File: src/rtl/mem_req_ctrl.sv
// rtl/mem_req_ctrl.sv - load/store request controller with posted write buffer and store-to-load forwarding
module mem_req_ctrl #(
  parameter int WB_DEPTH = 4,
  parameter int WB_PTR_W = 2
) (
  input  logic                clk,
  input  logic                reset,
  input  logic                req_valid,
  output logic                req_ready,
  input  logic                req_we,
  input  logic [31:0]         req_addr,
  input  logic [31:0]         req_wdata,
  output logic                rsp_valid,
  output logic [31:0]         rsp_data,
  output logic                rsp_fwd,
  output logic                wb_empty,
  output logic [WB_PTR_W:0]   wb_count,
  output logic                mem_re,
  output logic [31:0]         mem_r_addr,
  input  logic                mem_r_finished,
  input  logic [31:0]         mem_d_out,
  output logic                mem_we,
  output logic [31:0]         mem_w_addr,
  output logic [31:0]         mem_d_in,
  input  logic                mem_w_finished
);

  typedef enum logic [1:0] {RD_IDLE, RD_REQ, RD_WAIT, RD_RESP} rd_state_t;
  typedef enum logic [1:0] {WR_IDLE, WR_REQ, WR_WAIT, WR_GAP} wr_state_t;

  localparam logic [WB_PTR_W:0]   CNT_FULL = WB_DEPTH[WB_PTR_W:0];
  localparam logic [WB_PTR_W:0]   CNT_ONE  = 1;
  localparam logic [WB_PTR_W-1:0] PTR_ONE  = 1;

  rd_state_t rd_state, rd_next;
  wr_state_t wr_state, wr_next;

  logic [31:0]         wb_addr [WB_DEPTH];
  logic [31:0]         wb_data [WB_DEPTH];
  logic [WB_PTR_W-1:0] wb_head, wb_tail;
  logic [WB_PTR_W:0]   count_q;
  logic [31:0]         rd_addr, rsp_data_q;
  logic                fwd_q, rd_armed;

  logic        wb_full, accept, push, pop, load_acc, fwd_hit;
  logic [31:0] fwd_data;

  assign wb_full  = (count_q == CNT_FULL);
  // rd_armed holds the read channel off after reset until a clean finished=1 is seen
  assign req_ready = (rd_state == RD_IDLE) && rd_armed && mem_r_finished && !wb_full;
  assign accept   = req_valid && req_ready;
  assign push     = accept && req_we;
  assign load_acc = accept && !req_we;
  assign pop      = (wr_state == WR_WAIT) && mem_w_finished;

  // Scan oldest to youngest so the last match is the youngest store
  always_comb begin
    logic [WB_PTR_W-1:0] idx;
    fwd_hit  = 1'b0;
    fwd_data = '0;
    idx      = '0;
    for (int i = 0; i < WB_DEPTH; i++) begin
      idx = wb_head + i[WB_PTR_W-1:0];
      if ((i[WB_PTR_W:0] < count_q) && (wb_addr[idx] == req_addr)) begin
        fwd_hit  = 1'b1;
        fwd_data = wb_data[idx];
      end
    end
  end

  always_comb begin
    rd_next = rd_state;
    case (rd_state)
      RD_IDLE: if (load_acc) rd_next = fwd_hit ? RD_RESP : RD_REQ;
      RD_REQ:  if (!mem_r_finished) rd_next = RD_WAIT;
      RD_WAIT: if (mem_r_finished) rd_next = RD_RESP;
      RD_RESP: rd_next = RD_IDLE;
      default: rd_next = RD_IDLE;
    endcase
  end

  always_comb begin
    wr_next = wr_state;
    case (wr_state)
      WR_IDLE: if ((count_q != '0) && mem_w_finished) wr_next = WR_REQ;
      WR_REQ:  if (!mem_w_finished) wr_next = WR_WAIT;
      WR_WAIT: if (mem_w_finished) wr_next = WR_GAP;
      WR_GAP:  wr_next = WR_IDLE;
      default: wr_next = WR_IDLE;
    endcase
  end

  assign mem_re     = (rd_state == RD_REQ) || (rd_state == RD_WAIT);
  assign mem_r_addr = rd_addr;
  assign rsp_valid  = (rd_state == RD_RESP);
  assign rsp_fwd    = rsp_valid && fwd_q;
  assign rsp_data   = rsp_data_q;

  assign mem_we     = (wr_state == WR_REQ) || (wr_state == WR_WAIT);
  assign mem_w_addr = mem_we ? wb_addr[wb_head] : '0;
  assign mem_d_in   = mem_we ? wb_data[wb_head] : '0;

  assign wb_count = count_q;
  assign wb_empty = (count_q == '0) && (wr_state == WR_IDLE);

  always_ff @(posedge clk or posedge reset) begin
    if (reset) begin
      rd_state   <= RD_IDLE;
      wr_state   <= WR_IDLE;
      wb_head    <= '0;
      wb_tail    <= '0;
      count_q    <= '0;
      rd_addr    <= '0;
      rsp_data_q <= '0;
      fwd_q      <= 1'b0;
      rd_armed   <= 1'b0;
    end else begin
      rd_state <= rd_next;
      wr_state <= wr_next;
      if (mem_r_finished) rd_armed <= 1'b1;
      if (push) wb_tail <= wb_tail + PTR_ONE;
      if (pop)  wb_head <= wb_head + PTR_ONE;
      if (push && !pop)      count_q <= count_q + CNT_ONE;
      else if (pop && !push) count_q <= count_q - CNT_ONE;
      if (load_acc) begin
        if (fwd_hit) begin
          rsp_data_q <= fwd_data;
          fwd_q      <= 1'b1;
        end else begin
          rd_addr <= req_addr;
        end
      end
      if ((rd_state == RD_WAIT) && mem_r_finished) begin
        rsp_data_q <= mem_d_out;
        fwd_q      <= 1'b0;
      end
    end
  end

  // Entry storage needs no reset; occupancy is tracked by count_q
  always_ff @(posedge clk) begin
    if (push) begin
      wb_addr[wb_tail] <= req_addr;
      wb_data[wb_tail] <= req_wdata;
    end
  end

endmodule

File: config.mk
export PLATFORM = sky130hd
export DESIGN_NAME = mem_req_ctrl
export DESIGN_NICKNAME = d
export VERILOG_FILES = /design/src/rtl/mem_req_ctrl.sv
export SDC_FILE = /design/constraint.sdc
export NUM_CORES = 1
export LEC_CHECK = 0
export ABC_AREA = 1
export CORE_ASPECT_RATIO = 0.8
export CORE_MARGIN = 1.5
export CORE_UTILIZATION = 40
export CTS_BUF_LIST = sky130_fd_sc_hd__clkbuf_4 sky130_fd_sc_hd__clkbuf_8 sky130_fd_sc_hd__clkbuf_16
export CTS_CLUSTER_DIAMETER = 80
export CTS_CLUSTER_SIZE = 12
export DETAILED_ROUTE_END_ITERATION = 8
export GPL_ROUTABILITY_DRIVEN = 0
export GPL_TIMING_DRIVEN = 1
export MAX_ROUTING_LAYER = met4
export PLACE_DENSITY_LB_ADDON = 0.1
export SLEW_MARGIN = 25
export SYNTH_ARGS = -nofsm -noshare
export SYNTH_HDL_FRONTEND = slang
export SYNTH_SLANG_ARGS = --single-unit
File: constraint.sdc
create_clock -name clk -period 13.1 [get_ports clk]
set_input_delay 2.62 -clock clk [delete_from_list [all_inputs] [get_ports clk]]
set_output_delay 2.62 -clock clk [all_outputs]
set_load 0.05 [all_outputs]
* Word level (Yosys, flattened, before mapping)
Memory sizes are Yosys's and may differ from the RTL's.
Cells that the tools add are included.
** Word-level totals
- Memories kept :: 2
- Output and inout bits :: 137
- Bits in registers :: 77
- RAM bits :: 256
- Word-level logic and storage cells :: 102
- Input bits :: 102
** Memories
- wb_addr :: depth 4, width 32, read ports 4, clocked after Yosys merged registers in 0, write ports 1, RTL line 38 : logic [31:0] wb_addr [WB_DEPTH];
- wb_data :: depth 4, width 32, read ports 4, clocked after Yosys merged registers in 0, write ports 1, RTL line 39 : logic [31:0] wb_data [WB_DEPTH];
** Operators by class
- Reductions and logical operators :: 34
- Muxes and demuxes :: 29
- Equal/unequal tests :: 17
- Bitwise operators :: 1
- Add/subtract/negate cells :: 6
- Magnitude comparators :: 4
** Operator list (count)
- 32-bit 2-to-1 mux :: 9
- 32-bit == test :: 4
- 1-bit logical AND :: 17
- 2-bit case mux with 4 select lines :: 2
- 2-bit 2-to-1 mux :: 7
- 2-bit inequality test (second input constant) :: 6
- 1-bit 2-to-1 mux :: 9
- 2-bit == test (second input constant) :: 4
- 1-bit by 3-bit < comparator with 1-bit output (first input constant) :: 2
- 2-bit by 3-bit < comparator with 1-bit output (first input constant) :: 2
- 3-bit 2-to-1 mux :: 2
- 3-bit AND reduction :: 2
- 2-bit nonzero test :: 3
- 2-bit by 1-bit adder with 2-bit output (second input constant) :: 2
- 2-bit adder (second input constant) :: 2
- 2-bit by 1-bit == test with 1-bit output (second input constant) :: 2
- 1-bit logical NOT :: 4
- 2-bit logical NOT :: 2
- 2-bit AND reduction :: 2
- 3-bit by 1-bit adder with 3-bit output (second input constant) :: 1
- 3-bit == test (second input constant) :: 1
- 3-bit logical NOT :: 1
- 3-bit nonzero test :: 1
- 3-bit by 1-bit subtractor with 3-bit output (second input constant) :: 1
- 2 further kinds :: 3

* Logic depth before layout (Yosys ltp)
- Depth after elaboration :: 10
- Mapped depth :: 25
- Mapped depth without buffers :: 20

* Least setup slack after synthesis
No wires, ideal clock.
- Path kind :: input to register
- Start point :: input port mem_r_finished
- End point :: memory wb_addr[0][0], enable pin
- Path slack :: 3.692 ns
- Cell stages on the path :: 4
- Library setup time :: 0.486 ns
- Path buffers :: 0
- Required time :: 12.614 ns
- Arrival :: 8.922 ns
- Path through :: inv_1 > a2111oi_0 > nand3_1 > nor2_1
** Between the ends
- Longest elaborated chain between the ends :: 6
** Ends and longest elaborated chain
- from (decl) :: RTL line 20 : input logic mem_r_finished,
- 1-bit logical AND (2 in series) :: RTL line 50 : assign req_ready = (rd_state == RD_IDLE) && rd_armed && mem_r_finished && !wb_full;
- via req_ready :: RTL line 9 : output logic req_ready,
- 1-bit logical AND :: RTL line 51 : assign accept = req_valid && req_ready;
- 1-bit logical AND :: RTL line 52 : assign push = accept && req_we;
- 1-bit 2-to-1 mux :: RTL line 142 : if (push) begin
- 1-bit 2-to-1 mux (not written as such) :: RTL line 143 : wb_addr[wb_tail] <= req_addr;
- to (decl) :: RTL line 38
The timed path passes the listed nets, and every way through them passes these cells.

* Worst setup path after layout
- Start point :: register wb_head[0]
- End point :: output port mem_d_in[25]
** Between the ends
- Longest elaborated chain between the ends :: 2
** Ends and longest elaborated chain
- from (decl) :: RTL line 40 : logic [WB_PTR_W-1:0] wb_head, wb_tail;
- from (signal assigned) :: RTL line 122 : if (pop) wb_head <= wb_head + PTR_ONE;
- memory read 4 x 32 bit
- 32-bit 2-to-1 mux :: RTL line 101 : assign mem_d_in = mem_we ? wb_data[wb_head] : '0;
- to (decl) :: RTL line 24 : output logic [31:0] mem_d_in,
No other way between the ends.

==> flow_summary.yaml <==
placement:
  post-dp-hpwl_um: 52560
  port_buffers: 238
worst_setup_path:
  cp-startpoint: "wb_head[0]"
  r2r_slack_ns: 6.24
  critPathRequiredTime_ns: 10.48
  r2r_cells: 19
  setup.worst_path.start_class: "flop"
  cp_max_fo: 94
  worstPathCellList: "inv_4, buf_4, buf_4, nand2_1, o21ai_0, o21ai_0, nor2_1, clkdlybuf4s50_1"
  critical_path.slowest_cell: "clkdlybuf4s50_1"
  rr_startpoint: "wb_head[1]"
  worstSetupEndpoint: "mem_d_in[25]"
  path_class: "flop to output pin"
  worst-endpoint-arrival_ns: 4.92
  slowest_delay_ns: 0.89
  regToRegEndpoint: "rsp_data[20]"
  crit_path_end_kind: "output pin"
yosys:
  synthMuxAreaShare_pct: 0.04561
  synth_cells: 3184
  syn_area_per_cell_um2: 6.892
  synthXorXnorAreaFrac_pct: 1.197
  synth-compound-area-share_pct: 10.10
  yosys.area.top_type_share_pct: 35.03
  synth_fa_ha_area_share_pct: 0.9693
  yosysTopAreaCell: "edfxtp_1"
  synth_seq_cells: 333
  yosys_warnings: 0
  synthTopCellsByArea: "edfxtp_1 (35%), nand2_1 (23%), dfrtp_1 (8.8%)"
  syn_nets: 3303
  synth_top_family_by_area: "simple AND/OR/NAND/NOR gates"
  syn-cell-area_mm2: 0.02194
  yosys.area_share.simple_pct: 35.81
  post_synth_num_cell_types: 31
  ys_seq_area_share_pct: 43.81
sta:
  min_period_ns: 7.544
  finalCritPeriodShare_pct: 57.59
  rsz0062_at_grt: "no"
  tightest_slew_ns: 1.032
  hold_viol_final: 0
  fin_tns_setup_ns: 0
  hold_ws_ns: 0.4588
  finalSetupViolCount: 0
  finClkSkew_ns: 0.01605
  max_freq_mhz: 132.6
  slew_headroom_pct: 31.20
  finalMaxSlewViolations: 0
pwr:
  p_sw_mw: 3.828
  sw_frac_of_total_pct: 55.94
  seqPwrFrac_pct: 21.0
  p_clk_share_pct: 13.2
  ir_drop_v: 0.0003014
  power.leakage_nw: 11.82
  pwr-share-comb_pct: 65.8
  powerDensity_mw_per_mm2: 266.8
  p_int_mw: 3.015
clock_tree:
  clock_sinks: 333
  clk_pin_slew_ns: 0.06
  post_cts_buffers: 0
  cts_tree: "yes"
  cts_buffer_depth: 3
  root_buffer: "clkbuf_16"
  clk_latency_ns: 0.60
  hold_buffers: 0
  ctsResizeCount: 0
  cts_buffers: 31
  h-tree-depth: 1
route:
  drt_wl_total_um: 76580
  routed-via-count: 21920
  antenna_left: 0
  routed_via_density: 5.441
  wl_per_cell_um: 19.01
  drtIter0Drc: 2393
  drc: 0
  dr.pass1.iters: 8
floorplan:
  num_rows: 76
  fp.dieW_um: 264.9
  io_pins: 239
  die_y_um: 212.5
  coreArea_mm2: 0.05401
  initial_core_util_pct: 40.63
  dieArea_mm2: 0.05629
global_route:
  grt_max_degree: 259
  grt_usage_pct: 27.72
  grt_pass1_vias: 20440
  grt_pass1_wl_um: 117200
  antenna_found_initial: 6
  overflow: 0
status:
  outcome: "finished clean"
cells_and_area:
  drive_gt1_share_pct: 3.132
  area_growth_pct: 16.89
  nets: 3415
job:
  max_cap_viol_count: 0
min_path:
  hp-class: "flop to flop"
kinds of logic (layout without fill, tap and decap cells):
group,after synthesis,after routing
xor+xnor,30,30
buf+inv,425,562
flops,333,333
simple gates,1940,1940
other cells,0,6
compound gates,438,438
fa+ha+maj,17,17
mux,1,1
critical path, delay by kind of cell, from the launching register on:
family	cells	cell delay, ns
AOI/OAI and AO/OA	2	0.26
buffers and inverters	4	2.82
and+or+nand+nor	2	0.43
DFF	1	0.77
worst min-delay path by stage:
stage	startpoint	to	cells after the start
after global routing	rd_armed	rd_armed	2
after CTS	rd_armed	rd_armed	2
after global placement	rd_armed	rd_armed	2
final	rd_armed	rd_armed	2
after detailed placement	rd_armed	rd_armed	2
after floorplan	rd_armed	rd_armed	2
cell type report:
type                       count  area (µm²)
clock inverter                 2       13.76
tap                          702       878.3
clock buffer                  56       963.4
fill                        5349       28360
multi-input combinational   2426       10650
inverter                     242       914.6
timing repair buffer         262        2595
antenna                        6       15.01
sequential                   333        9622
power groups by stage:
stage                     Combinational (mW)  Sequential [mW]  Clock [mW]
final                                   4.50             1.43       0.907
after detailed placement                4.44             1.45           0
after global placement                  4.38             1.45           0
after CTS                               4.45             1.43       0.929
after global routing                    4.87             1.46       0.967
after floorplan                         2.79             1.73           0
placed cells by master (no fill, tap or decap), types with 3 or more instances in the layout:
cell             Yosys  routed
nor2_1             203     194
nor3b_1              3       3
nand4_1             32      32
nand3_1            347     347
a21oi_1            134     134
xor2_1              29      29
nor3_1              12      12
ha_1                17      17
clkbuf_4             0      25
nor2_2               1       3
nand2_4              0       4
nor2_4               0       7
diode_2              0       6
edfxtp_1           256     256
clkdlybuf4s50_1      0     238
dfrtp_1             77      75
o21ai_0            289     289
o21ai_1              5       5
clkbuf_16            0      31
nand2_1           1332    1328
inv_1              239     236
nand3b_1             5       5
buf_4               14      22
o211ai_1             8       8
registers in the layout (all words and copies together), names as in the netlist:
name,count
wr_state,2
fwd_q,1
mem_r_addr,32
rd_state,2
rsp_data,32
wb_tail,2
wb_count,3
wb_head,2
rd_armed,1
wb_data,128
wb_addr,128
routing by layer:
metal	part of all wire (%)	global-route usage (%)	vias to the layer above
li1	-	-	10590
met1	45	38.79	10180
met2	43	41.83	1023
met3	9.6	4.297	137
met4	2.6	7.369	0
met5	0	-	-
cell usage after synthesis (all sizes together):
cell / number
ha: 17
and3: 1
or2: 1
xor2: 29
xnor2: 1
inv: 242
nand4: 32
nor4: 2
buf: 102
edfxtp: 256
nand2: 1332
nand3b: 5
a21oi: 134
a2111oi: 1
dfrtp: 77
o22ai: 1
mux2i: 1
nor4b: 1
nor2: 204
o21ai: 294
nor3b: 3
nand3: 347
clkbuf: 81
o211ai: 8
nor3: 12
through the flow:
step	power, mW	setup slack [ns]	util, %	cells	area (µm²)
after floorplan	4.513	3.692	-	3184	21940
after global placement	5.833	5.693	45.59	3964	24630
after detailed placement	5.888	5.630	45.60	3964	24630
after CTS	6.814	5.516	47.41	4022	25610
after global routing	7.294	5.238	47.49	4028	25650
final	6.843	5.556	47.49	4029	25650
Power figures use the tool's default switching activity.
